===== config.mk =====
export PLATFORM = sky130hd
export DESIGN_NAME = pack_sink
export DESIGN_NICKNAME = d
export VERILOG_FILES = /design/src/rtl/pack_sink.sv
export SDC_FILE = /design/constraint.sdc
export NUM_CORES = 1
export LEC_CHECK = 0
export ABC_AREA = 1
export ABC_CLOCK_PERIOD_IN_PS = 2000
export CORE_UTILIZATION = 48
export DETAILED_ROUTE_END_ITERATION = 10
export PLACE_DENSITY = 0.77
export SLEW_MARGIN = 20
export SYNTH_ARGS = -nofsm -noshare
export SYNTH_HDL_FRONTEND = slang
export SYNTH_SLANG_ARGS = --single-unit

===== constraint.sdc =====
create_clock -name clk -period 2 [get_ports clk]
set_input_delay 0.5 -clock clk [delete_from_list [all_inputs] [get_ports clk]]
set_output_delay 0.5 -clock clk [all_outputs]
set_load 0.005 [all_outputs]

===== src/rtl/pack_sink.sv =====
// Receive-side packet checker for a NoC switch local port.
// Counts flits/packets, checks destination, length and body sequence, optionally throttles ready.
//   state  | meaning
//   S_HEAD | waiting for the head flit of the next packet
//   S_BODY | head accepted, consuming body flits until the tail
module pack_sink #(
    parameter int DATA_SIZE    = 8,
    parameter int ADDR_SIZE    = 4,
    parameter int ADDR         = 0,
    parameter int MAX_PACK_LEN = 8,
    parameter int PACKS_TO_RCV = 16,
    parameter int STALL_PERIOD = 0,
    parameter int FLIT         = DATA_SIZE + ADDR_SIZE + 1
) (
    input  logic                 clk,
    input  logic                 a_rst,
    input  logic [FLIT-1:0]      data_i,
    input  logic                 in_w,
    output logic                 out_r,
    output logic [31:0]          flits_rcv,
    output logic [31:0]          packs_rcv,
    output logic [ADDR_SIZE-1:0] last_src,
    output logic [7:0]           last_len,
    output logic                 err_addr,
    output logic                 err_seq,
    output logic                 err_len,
    output logic                 done
);

    localparam logic [31:0]          PACKS_TGT = 32'(PACKS_TO_RCV);
    localparam logic [ADDR_SIZE-1:0] MY_ADDR   = ADDR_SIZE'(ADDR);

    typedef enum logic {S_HEAD, S_BODY} state_t;

    state_t                 state, state_nx;
    logic [ADDR_SIZE-1:0]   src, src_nx;
    logic [7:0]             len, len_nx;
    logic [DATA_SIZE-1:0]   expected, exp_nx;
    logic [31:0]            packs_nx;
    logic                   complete, seq_bad, len_bad;

    logic                   xfer;
    logic                   last_f;
    logic [ADDR_SIZE-1:0]   dest;
    logic [DATA_SIZE-1:0]   payload;

    assign xfer    = in_w & out_r;
    assign last_f  = data_i[FLIT-1];
    assign dest    = data_i[FLIT-2 -: ADDR_SIZE];
    assign payload = data_i[DATA_SIZE-1:0];

    // Registered ready: low in the cycle after every STALL_PERIOD-th edge, never right after reset.
    generate
        if (STALL_PERIOD >= 2) begin : g_stall
            localparam int             SW   = $clog2(STALL_PERIOD);
            localparam logic [SW-1:0]  LAST = SW'(STALL_PERIOD - 1);
            logic [SW-1:0] stall_cnt;

            always_ff @(posedge clk or negedge a_rst) begin
                if (!a_rst) begin
                    stall_cnt <= '0;
                    out_r     <= 1'b0;
                end else begin
                    stall_cnt <= (stall_cnt == LAST) ? '0 : stall_cnt + SW'(1);
                    out_r     <= (stall_cnt != LAST);
                end
            end
        end else begin : g_no_stall
            always_ff @(posedge clk or negedge a_rst) begin
                if (!a_rst) out_r <= 1'b0;
                else        out_r <= 1'b1;
            end
        end
    endgenerate

    always_ff @(posedge clk or negedge a_rst) begin
        if (!a_rst) begin
            state    <= S_HEAD;
            src      <= '0;
            len      <= '0;
            expected <= '0;
        end else begin
            state    <= state_nx;
            src      <= src_nx;
            len      <= len_nx;
            expected <= exp_nx;
        end
    end

    always_comb begin
        state_nx = state;
        src_nx   = src;
        len_nx   = len;
        exp_nx   = expected;
        complete = 1'b0;
        seq_bad  = 1'b0;
        len_bad  = 1'b0;
        if (xfer) begin
            case (state)
                S_HEAD: begin
                    src_nx   = payload[ADDR_SIZE-1:0];
                    len_nx   = 8'd1;
                    exp_nx   = DATA_SIZE'(1);
                    complete = last_f;
                    if (!last_f) state_nx = S_BODY;
                end
                S_BODY: begin
                    // Expected keeps counting after a mismatch so one bad flit flags once, not every flit after.
                    seq_bad  = (payload != expected);
                    exp_nx   = expected + DATA_SIZE'(1);
                    len_nx   = (len == 8'hFF) ? len : len + 8'd1;
                    len_bad  = (int'(len_nx) > MAX_PACK_LEN);
                    complete = last_f;
                    if (last_f) state_nx = S_HEAD;
                end
                default: state_nx = S_HEAD;
            endcase
        end
    end

    assign packs_nx = packs_rcv + (complete ? 32'd1 : 32'd0);

    always_ff @(posedge clk or negedge a_rst) begin
        if (!a_rst) begin
            flits_rcv <= '0;
            packs_rcv <= '0;
            last_src  <= '0;
            last_len  <= '0;
            err_addr  <= 1'b0;
            err_seq   <= 1'b0;
            err_len   <= 1'b0;
            done      <= 1'b0;
        end else begin
            packs_rcv <= packs_nx;
            done      <= done | (packs_nx >= PACKS_TGT);
            err_seq   <= err_seq | seq_bad;
            err_len   <= err_len | len_bad;
            if (xfer) begin
                flits_rcv <= flits_rcv + 32'd1;
                err_addr  <= err_addr | (dest != MY_ADDR);
            end
            if (complete) begin
                last_src <= src_nx;
                last_len <= len_nx;
            end
        end
    end

endmodule


# Word-level counts from Yosys, hierarchy flattened
# Cells that the tools add are included.
[totals]
ff_bits = 102
in_bits = 16
output_inout_bits = 81
wordCells = 41
[op_classes]
n_addsub = 4
n_lt_le_gt_ge = 2
n_eq_ne = 2
muxes = 13
bitwise = 6
n_reduce_logical = 1
[ops]
columns = ["cell", "n"]
rows = [
  ["$add A32 B1 Y32", 1],
  ["$add A32 B1 Y32 const B", 1],
  ["$ge A32 B5 Y1 const B", 1],
  ["$pmux W8 S2", 2],
  ["$add A8 B1 Y8 const B", 2],
  ["$mux W8", 2],
  ["$eq A8 B8 Y1 const B", 1],
  ["$gt A8 B4 Y1 const B", 1],
  ["$mux W4", 2],
  ["$ne A8 B8 Y1", 1],
  ["$mux W1", 7],
  ["$or A1 B1 Y1", 4],
  ["$reduce_bool A4 Y1", 1],
  ["$and A1 B1 Y1", 1],
  ["$not A1 Y1", 1],
]

# Logic depth before layout (Yosys ltp)
# Gate-level depths: netlist of run 1.
[logic_depth]
ltp_word = 6
depth_mapped = 16
mapped_depth_nobuf = 16

# Worst setup path after synthesis of run 1
# Ideal clock, no wire load.
[synth_timing]
kind = "input-to-reg"
start = "input port in_w"
end = "register done"
setup_ps = 125
t_arrival_ps = 2212
required_ps = 1875
path_slack_ps = -337
stages = 13
n_path_buf = 0
path_cell_list = "nand2_2 > nor2_2 > ha_1 > ha_1 > nand2_2 > nor2_4 > nand3_1 > nor2_1 > nand2_1 > xor2_1 > nand2_1 > nor2_1 > nand3_1"
[synth_via]
elab_chain_len = 6
[synth_lines]
columns = ["item", "line", "source"]
rows = [
  ["start, declared", "18", "input logic in_w,"],
  ["$and A1 B1 Y1", "47", "assign xfer = in_w & out_r;"],
  ["$mux W1", "98", "if (xfer) begin"],
  ["$mux W1", "121", "assign packs_nx = packs_rcv + (complete ? 32'd1 : 32'd0);"],
  ["$add A32 B1 Y32", "121", ""],
  ["$ge A32 B5 Y1", "135", "done <= done | (packs_nx >= PACKS_TGT);"],
  ["$or A1 B1 Y1", "135", ""],
  ["end signal, assigned", "135", ""],
  ["end, declared", "27", "output logic done"],
]
# Every way passes these cells.
# A chain may end at the register's enable or synchronous reset.

# Worst setup path in the final report of run 1
[layout_timing]
start = "register out_r"
end = "register done"
[layout_via]
elab_chain_len = 6
[layout_lines]
columns = ["item", "line", "source"]
rows = [
  ["start, declared", "19", "output logic out_r,"],
  ["start signal, assigned", "70", "if (!a_rst) out_r <= 1'b0;"],
  ["start signal, assigned", "71", "else out_r <= 1'b1;"],
  ["$and A1 B1 Y1", "47", ""],
  ["$mux W1", "98", ""],
  ["$mux W1", "121", ""],
  ["$add A32 B1 Y32", "121", ""],
  ["$ge A32 B5 Y1", "135", ""],
  ["$or A1 B1 Y1", "135", ""],
]
# Every way passes these cells.

==> impl_results.md, run 1 <==
* Outcome: complete, but fails checks
* Failing checks: setup timing
* WHS at 0.0348 ns
* Area growth syn-to-layout at 34.5%
* Iteration-0 DRC Markers at between 150 and 200
* Num CTS Buffers at 9
* Adder-Cell Fraction of Synth Area at 0.0120
* Total number of vias at 4640
* Post-route minimum period at between 2 and 2.5 ns
* Layout net count at between 800 and 900
* Slowest stage delay, CP at 0.43 ns
* CP delay by family, top: simple AND/OR/NAND/NOR gates
* CP max-delay cell: dfrtp_2
* CTS tree: built
* Setup CP Type: flop to flop
* Vias in the first global route at between 4k and 5k
* Commonest non-fill, non-tap cell in the layout: nand2_1
* Pins Over Slew Limit at 0
* Register bit count reported by yosys at about 100
* IO Port Bufs at 96
* DIE AREA at between 10000 and 15000 um^2
* Fin cells at 924
* Post-synthesis sequential area ratio at 0.490
* Synth Cell Area at about 5200 um^2
* Io pins at 97
* Largest net degree at the start of global routing at 38
* Clk_skew at ~0.01 ns
* N_diodes at 0
* Skew-Pair Late Insertion Delay at between 0.3 and 0.4 ns
* VDD IR-drop max at around 0.55 mV
* YS warnings at 0
* Leak pwr at 3.27 nW
* Vias per cell at 5.02
* Routability Congestion at between 0.9 and 1
* Max_cap viols at 0
* Post-Syn Nets at 650
* Hold Fails Final Rpt at 0
* Initial antenna violation count at 0
* HPWL after DPL at roughly 9600 um
* Clock Root Buffer: clkbuf_8
* Final Cycle Share at 1.08
* Crit end category: flop
* Crit-path most repeated cell: nor2_4
* Largest family of logic cells by synthesized area: simple AND/OR/NAND/NOR gates
* WP data arrival at 2.41 ns
* Count of final setup violators at 1
* Area share of and/or/nand/nor cells after synthesis at 0.326
* Global route overflow at 0
* Core Area at 10400 um^2
* DRC at 0
* Fmax at approximately 460 MHz
* CP startpoint kind: flop
* Initial Util at 0.500
* Final core occ at 0.672
* CP Cell Sequence: nand2_8 > nor2_4 > ha_4 > ha_4 > nand2_4 > nor2_4 > nand2_4 > nor2_4 > nand2_2 > nand2_2 > nand2_1 > nor2_2 > nand2_1 > nor2_1 > nand3_1
* Buffers plus inverters on the worst setup path at 0
* Worst EP required at 2.26 ns
* Final worst slack at -0.153 ns
* Die width at ~110 um
* Mux contribution to synthesized area at 0
* Worst-path clk slew at ~0.1 ns
* Number of H-tree levels at 3
* Filler Cells Inserted at 883
* Tot GR Track Use at 0.239
* Hold Path Class: input port to async pin
* Total wire length at between 10000 and 15000 um
* Commonest non-fill, non-tap cells in the layout: 195 x nand2_1, 99 x dfrtp_1, 93 x clkdlybuf4s50_1
* Mapped Avg Cell Area at slightly above 8 um^2
* Clock sinks at 102
* Post-synthesis cell type count at 37
* Core Rows at 37
* Hold bufs inserted after CTS at 0
* Total negative slack at -0.153 ns
* Share of cells above drive strength 1 at 0.151
* CTS Buffer Depth at 2
* Power per Cell Area at ~670 nW/um^2
* Global-route wire length before repair at 21300 um
* Pre-Repair DR Iteration Count at 4
* Unrepaired setup endpoints after global routing: true
* Post-route ant nets at 0
* Post-synthesis compound-gate area fraction at 0.0442
* Die H at about 110 um
* WL per Instance at around 14 um
* Cells after DPL at about 900
* Crit Path Max Fanout at 6
* Synth Area in XOR/XNOR at 0.0774
* Syn Inst Count at between 600 and 700
registers in the layout, indices dropped and copies added, names as in the netlist:
name and flops:
done 1, err_addr 1, err_len 1, err_seq 1
expected 8, flits_rcv 32, last_len 8, last_src 4
len 8, out_r 1, packs_rcv 32, src 4
state 1
area by class of cell:
cell class / instances / area, um^2 / share of cell area
Sequential cell: 102 / 2560 / 0.365
Clock inverter: 6 / 36.3 / 0.00518
Inverter: 65 / 244 / 0.0348
Tap cell: 136 / 170 / 0.0243
Clock buffer: 10 / 138 / 0.0196
Timing Repair Buffer: 147 / 1360 / 0.194
Multi-Input combinational cell: 458 / 2500 / 0.357
path summary, 6_finish.rpt:
check	endpoint	cells after the start	slack, ns	from
min in group clk	flits_rcv[31]$_DFFE_PN0N_	1	0.48	flits_rcv[31]$_DFFE_PN0N_
hold / removal	src[2]$_DFF_PN0_	1	0.03	a_rst
setup / recovery	done$_DFF_PN0_	15	-0.15	out_r$_DFF_PN0_
setup reg to reg	done$_DFF_PN0_	15	-0.15	out_r$_DFF_PN0_
max in group asynchronous	packs_rcv[13]$_DFF_PN0_	2	1.40	a_rst
hold reg to reg	flits_rcv[31]$_DFFE_PN0N_	1	0.48	flits_rcv[31]$_DFFE_PN0N_
through the flow:
| step | setup WS (ns) | power [mW] | area [um^2] |
|---|---|---|---|
| after floorplan | -0.0820 | 2.97 | 5260 |
| after global placement | -0.715 | 3.48 | 6730 |
| final | -0.153 | 4.71 | 7000 |
| after detailed placement | -0.775 | 3.52 | 6730 |
| after global routing | -0.317 | 4.98 | 7000 |
| after CTS | -0.162 | 4.74 | 6930 |
where the power goes:
part           internal (mW)  leakage (nW)  switching [mW]
Combinational          0.529          1.84           0.418
Sequential              2.29          1.34           0.262
Clock                  0.483        0.0922           0.728
metal layers:
layer | global-route usage | part of all wire | routed length, um | vias up
li1 | - | - | - | 2292
met1 | 0.323 | 0.46 | 5870 | 2205
met2 | 0.388 | 0.47 | 5930 | 122
met3 | 0.0484 | 0.051 | 644 | 21
met4 | 0.0685 | 0.015 | 195 | 0
met5 | 0 | 0 | 0 | -
kinds of logic (layout without fill, tap and decap cells):
kind of cell | after synthesis | in the layout
XOR/XNOR | 46 | 46
buffers and inverters | 69 | 228
other | 1 | 1
AND/OR/NAND/NOR | 366 | 366
AO/OA/AOI/OAI | 40 | 40
adder cells (fa/ha/maj) | 5 | 5
flip-flops | 102 | 102
Yosys cell counts, drive strengths merged:
cell type	n	area, um^2
nor3b	2	15.0
nor2	87	424
nand3	20	105
a22o	1	8.76
and2	2	12.5
dfrtp	102	2550
o21bai	6	45.0
o21a	1	7.51
ha	5	62.6
o211ai	2	15.0
nor4	2	12.5
o31ai	1	7.51
nand4	17	113
inv	64	240
xnor2	26	228
nor3	13	80.1
clkbuf	3	11.3
clkinv	1	3.75
o21ai	20	100
a31oi	1	6.26
xor2	20	175
nand2	208	823
nand2b	1	6.26
and3	1	6.26
buf	1	5.00
conb	1	3.75
nand3b	13	97.6
a21oi	8	40.0
timing repair:
| item | 4_1_cts | 5_1_grt |
|---|---|---|
| setup buffers | 4 | 3 |
| endpoints found under the setup margin | 16 | 8 |
| gates cloned | 0 | 0 |
| resized for setup | 4 | 15 |
| pin swaps | 9 | 4 |
(Power assumes the default switching activity.)
==> run 2: changes to the inputs <==
--- a/config.mk
+++ b/config.mk
@@ -8,9 +8,11 @@
 export ABC_AREA = 1
 export ABC_CLOCK_PERIOD_IN_PS = 2000
 export CORE_UTILIZATION = 48
+export CTS_CLUSTER_SIZE = 25
 export DETAILED_ROUTE_END_ITERATION = 10
 export PLACE_DENSITY = 0.77
 export SLEW_MARGIN = 20
 export SYNTH_ARGS = -nofsm -noshare
 export SYNTH_HDL_FRONTEND = slang
 export SYNTH_SLANG_ARGS = --single-unit
+export TNS_END_PERCENT = 30
==> impl_results.md, run 2 (same netlist as run 1, synthesis figures left out) <==
* Outcome: complete, but fails checks (unchanged)
* Failing checks: setup timing (unchanged)
* Leak pwr at 3.24 nW (was 3.27 nW)
* Vias per cell at 5.01 (was 5.02)
* Io pins at 97 (unchanged)
* Filler Cells Inserted at 893 (was 883)
* Hold bufs inserted after CTS at 0 (unchanged)
* Largest regs: flits_rcv (32), packs_rcv (32) (unchanged)
* Hold Fails Final Rpt at 0 (unchanged)
* Unrepaired setup endpoints after global routing: true (unchanged)
* Total number of vias at 4619 (was 4640)
* Max layer used: met4 (unchanged)
* Fmax at 467 MHz (was 464 MHz)
* Layout net count at 802 (was 804)
* Setup CP Type: input port to flop (was flop to flop)
* Die width at 106 um (unchanged)
* DIE AREA at 11300 um^2 (unchanged)
* Pre-Repair DR Iteration Count at 5 (was 4)
* Met2 WL at 5930 um (about the same)
* VDD IR-drop max at 0.553 mV (was 0.550 mV)
* Worst-path clk slew at 0.10 ns (about the same)
* Global-route wire length before repair at 21300 um (unchanged)
* Commonest non-fill, non-tap cells in the layout: 196 x nand2_1, 99 x dfrtp_1, 93 x clkdlybuf4s50_1 (was 195 x nand2_1, 99 x dfrtp_1, 93 x clkdlybuf4s50_1)
* Post-Place Setup Slack at -0.775 ns (unchanged)
* Initial antenna violation count at 0 (unchanged)
* Max_cap viols at 0 (unchanged)
* Die H at 106 um (unchanged)
* Count of final setup violators at 2 (was 1)
* CP max-delay cell: dlygate4sd2_1 (was dfrtp_2)
* Area growth syn-to-layout at 33.4% (was 34.5%)
* WHS at 0.0375 ns (was 0.0348 ns)
* Metal-1 WL at 5800 um (was 5870 um)
* Post-route minimum period at 2.14 ns (was 2.15 ns)
* Worst EP required at 2.26 ns (about the same)
* Initial Util at 0.500 (unchanged)
* DRC at 0 (unchanged)
* Core Rows at 37 (unchanged)
* Crit end category: flop (unchanged)
* Clock Root Buffer: clkbuf_8 (unchanged)
* CTS Buffer Depth at 2 (unchanged)
* Largest net degree at the start of global routing at 38 (unchanged)
* Clock sinks at 102 (unchanged)
* Final Cycle Share at 1.07 (was 1.08)
* HPWL after DPL at 9630 um (unchanged)
* Tot GR Track Use at 0.239 (unchanged)
* CTS tree: built (unchanged)
* Iteration-0 DRC Markers at 196 (was 176)
* N_diodes at 0 (unchanged)
* Total negative slack at -0.142 ns (was -0.153 ns)
* Post-route ant nets at 0 (unchanged)
* CP Cell Sequence: dlygate4sd2_1 > nand2_8 > nor2_4 > ha_4 > ha_4 > nand2_4 > nor2_4 > buf_4 > inv_1 > nand2_1 > inv_1 > nor2_1 > nand3_1 > nor2_2 > nand2_1 > nor2_1 > nand3_1 (was nand2_8 > nor2_4 > ha_4 > ha_4 > nand2_4 > nor2_4 > nand2_4 > nor2_4 > nand2_2 > nand2_2 > nand2_1 > nor2_2 > nand2_1 > nor2_1 > nand3_1)
* Num CTS Buffers at 9 (unchanged)
* Terminus of the critical flop-to-flop path: done$_DFF_PN0_ (unchanged)
* Commonest non-fill, non-tap cell in the layout: nand2_1 (unchanged)
* Reg2Reg Depth at 16 (was 15)
* Clk_skew at 0.00958 ns (was 0.0102 ns)
* DR WL met3 at 619 um (was 644 um)
* Power per Cell Area at 678 nW/um^2 (was 673 nW/um^2)
* WL per Instance at 13.6 um (was 13.7 um)
* Total wire length at 12500 um (was 12600 um)
* WP data arrival at 2.40 ns (was 2.41 ns)
* Vias in the first global route at 4572 (unchanged)
* R2r setup slk at -0.14 ns (was -0.15 ns)
* Global route overflow at 0 (unchanged)
* Share of cells above drive strength 1 at 0.142 (was 0.151)
* Skew-Pair Late Insertion Delay at 0.37 ns (about the same)
* Pins Over Slew Limit at 0 (unchanged)
* Hold Path Class: input port to async pin (unchanged)
* CP startpoint kind: input port (was flop)
* Number of H-tree levels at 3 (unchanged)
* Final core occ at 0.667 (was 0.672)
* Slowest stage delay, CP at 0.29 ns (was 0.43 ns)
* Reg2reg start: out_r$_DFF_PN0_ (unchanged)
* Final worst slack at -0.142 ns (was -0.153 ns)
* Core Area at 10400 um^2 (unchanged)
* Crit Path Max Fanout at 6 (unchanged)
* Routability Congestion at 0.924 (unchanged)
* IO Port Bufs at 96 (unchanged)
==> run 2: power by group <==
part	total, mW	leakage [nW]	switching (mW)	internal [mW]
combinational	0.945	1.81	0.420	0.525
clock	1.21	0.0922	0.729	0.483
sequential	2.55	1.34	0.262	2.29
total	4.71	3.24	1.41	3.30
==> run 2: layer usage <==
layer  up-vias  GRT usage
met2       123      0.388
met5         -          0
met1      2191      0.323
met3        20     0.0484
met4         0     0.0685
li1       2285          -
==> run 2: metrics by stage <==
stage / instances / total power [mW] / cell area (um^2)
after floorplan: 629 / 2.97 / 5260
after global placement: 902 / 3.48 / 6730
after detailed placement: 902 / 3.52 / 6730
after CTS: 922 / 4.74 / 6930
after global routing: 922 / 4.98 / 6950
final: 922 / 4.71 / 6950
==> run 2: how the worst max path moves through the flow <==
stage | startpoint | endpoint | slack (ns) | depth (start not counted)
CTS | out_r$_DFF_PN0_ | done$_DFF_PN0_ | -0.16 | 15
global route | out_r$_DFF_PN0_ | done$_DFF_PN0_ | -0.34 | 16
global placement | in_w | done$_DFF_PN0_ | -0.71 | 16
detailed placement | in_w | done$_DFF_PN0_ | -0.77 | 16
floorplan | in_w | done$_DFF_PN0_ | -0.08 | 15
finish | in_w | done$_DFF_PN0_ | -0.14 | 17
==> run 2: final cells by class <==
class / instances / area [um^2] / area share
Clock buffer: 10 / 138 / 0.0198
Clock inverter: 6 / 36.3 / 0.00522
Inverter: 65 / 244 / 0.0351
Multi-Input combinational cell: 458 / 2470 / 0.355
Sequential cell: 102 / 2560 / 0.368
Tap cell: 136 / 170 / 0.0245
Timing Repair Buffer: 145 / 1340 / 0.192
==> run 2: worst max-delay path, delay by kind of cell <==
kind                     cells  cell delay [ns]
adder cells (fa/ha/maj)      2             0.30
AND/OR/NAND/NOR             11             1.06
buffers and inverters        4             0.52
==> run 2: timing repair <==
action,in CTS,in global routing
gates resized for setup,4,7
setup buffers,4,0
pin swaps,9,1
setup endpoints to repair,16,8
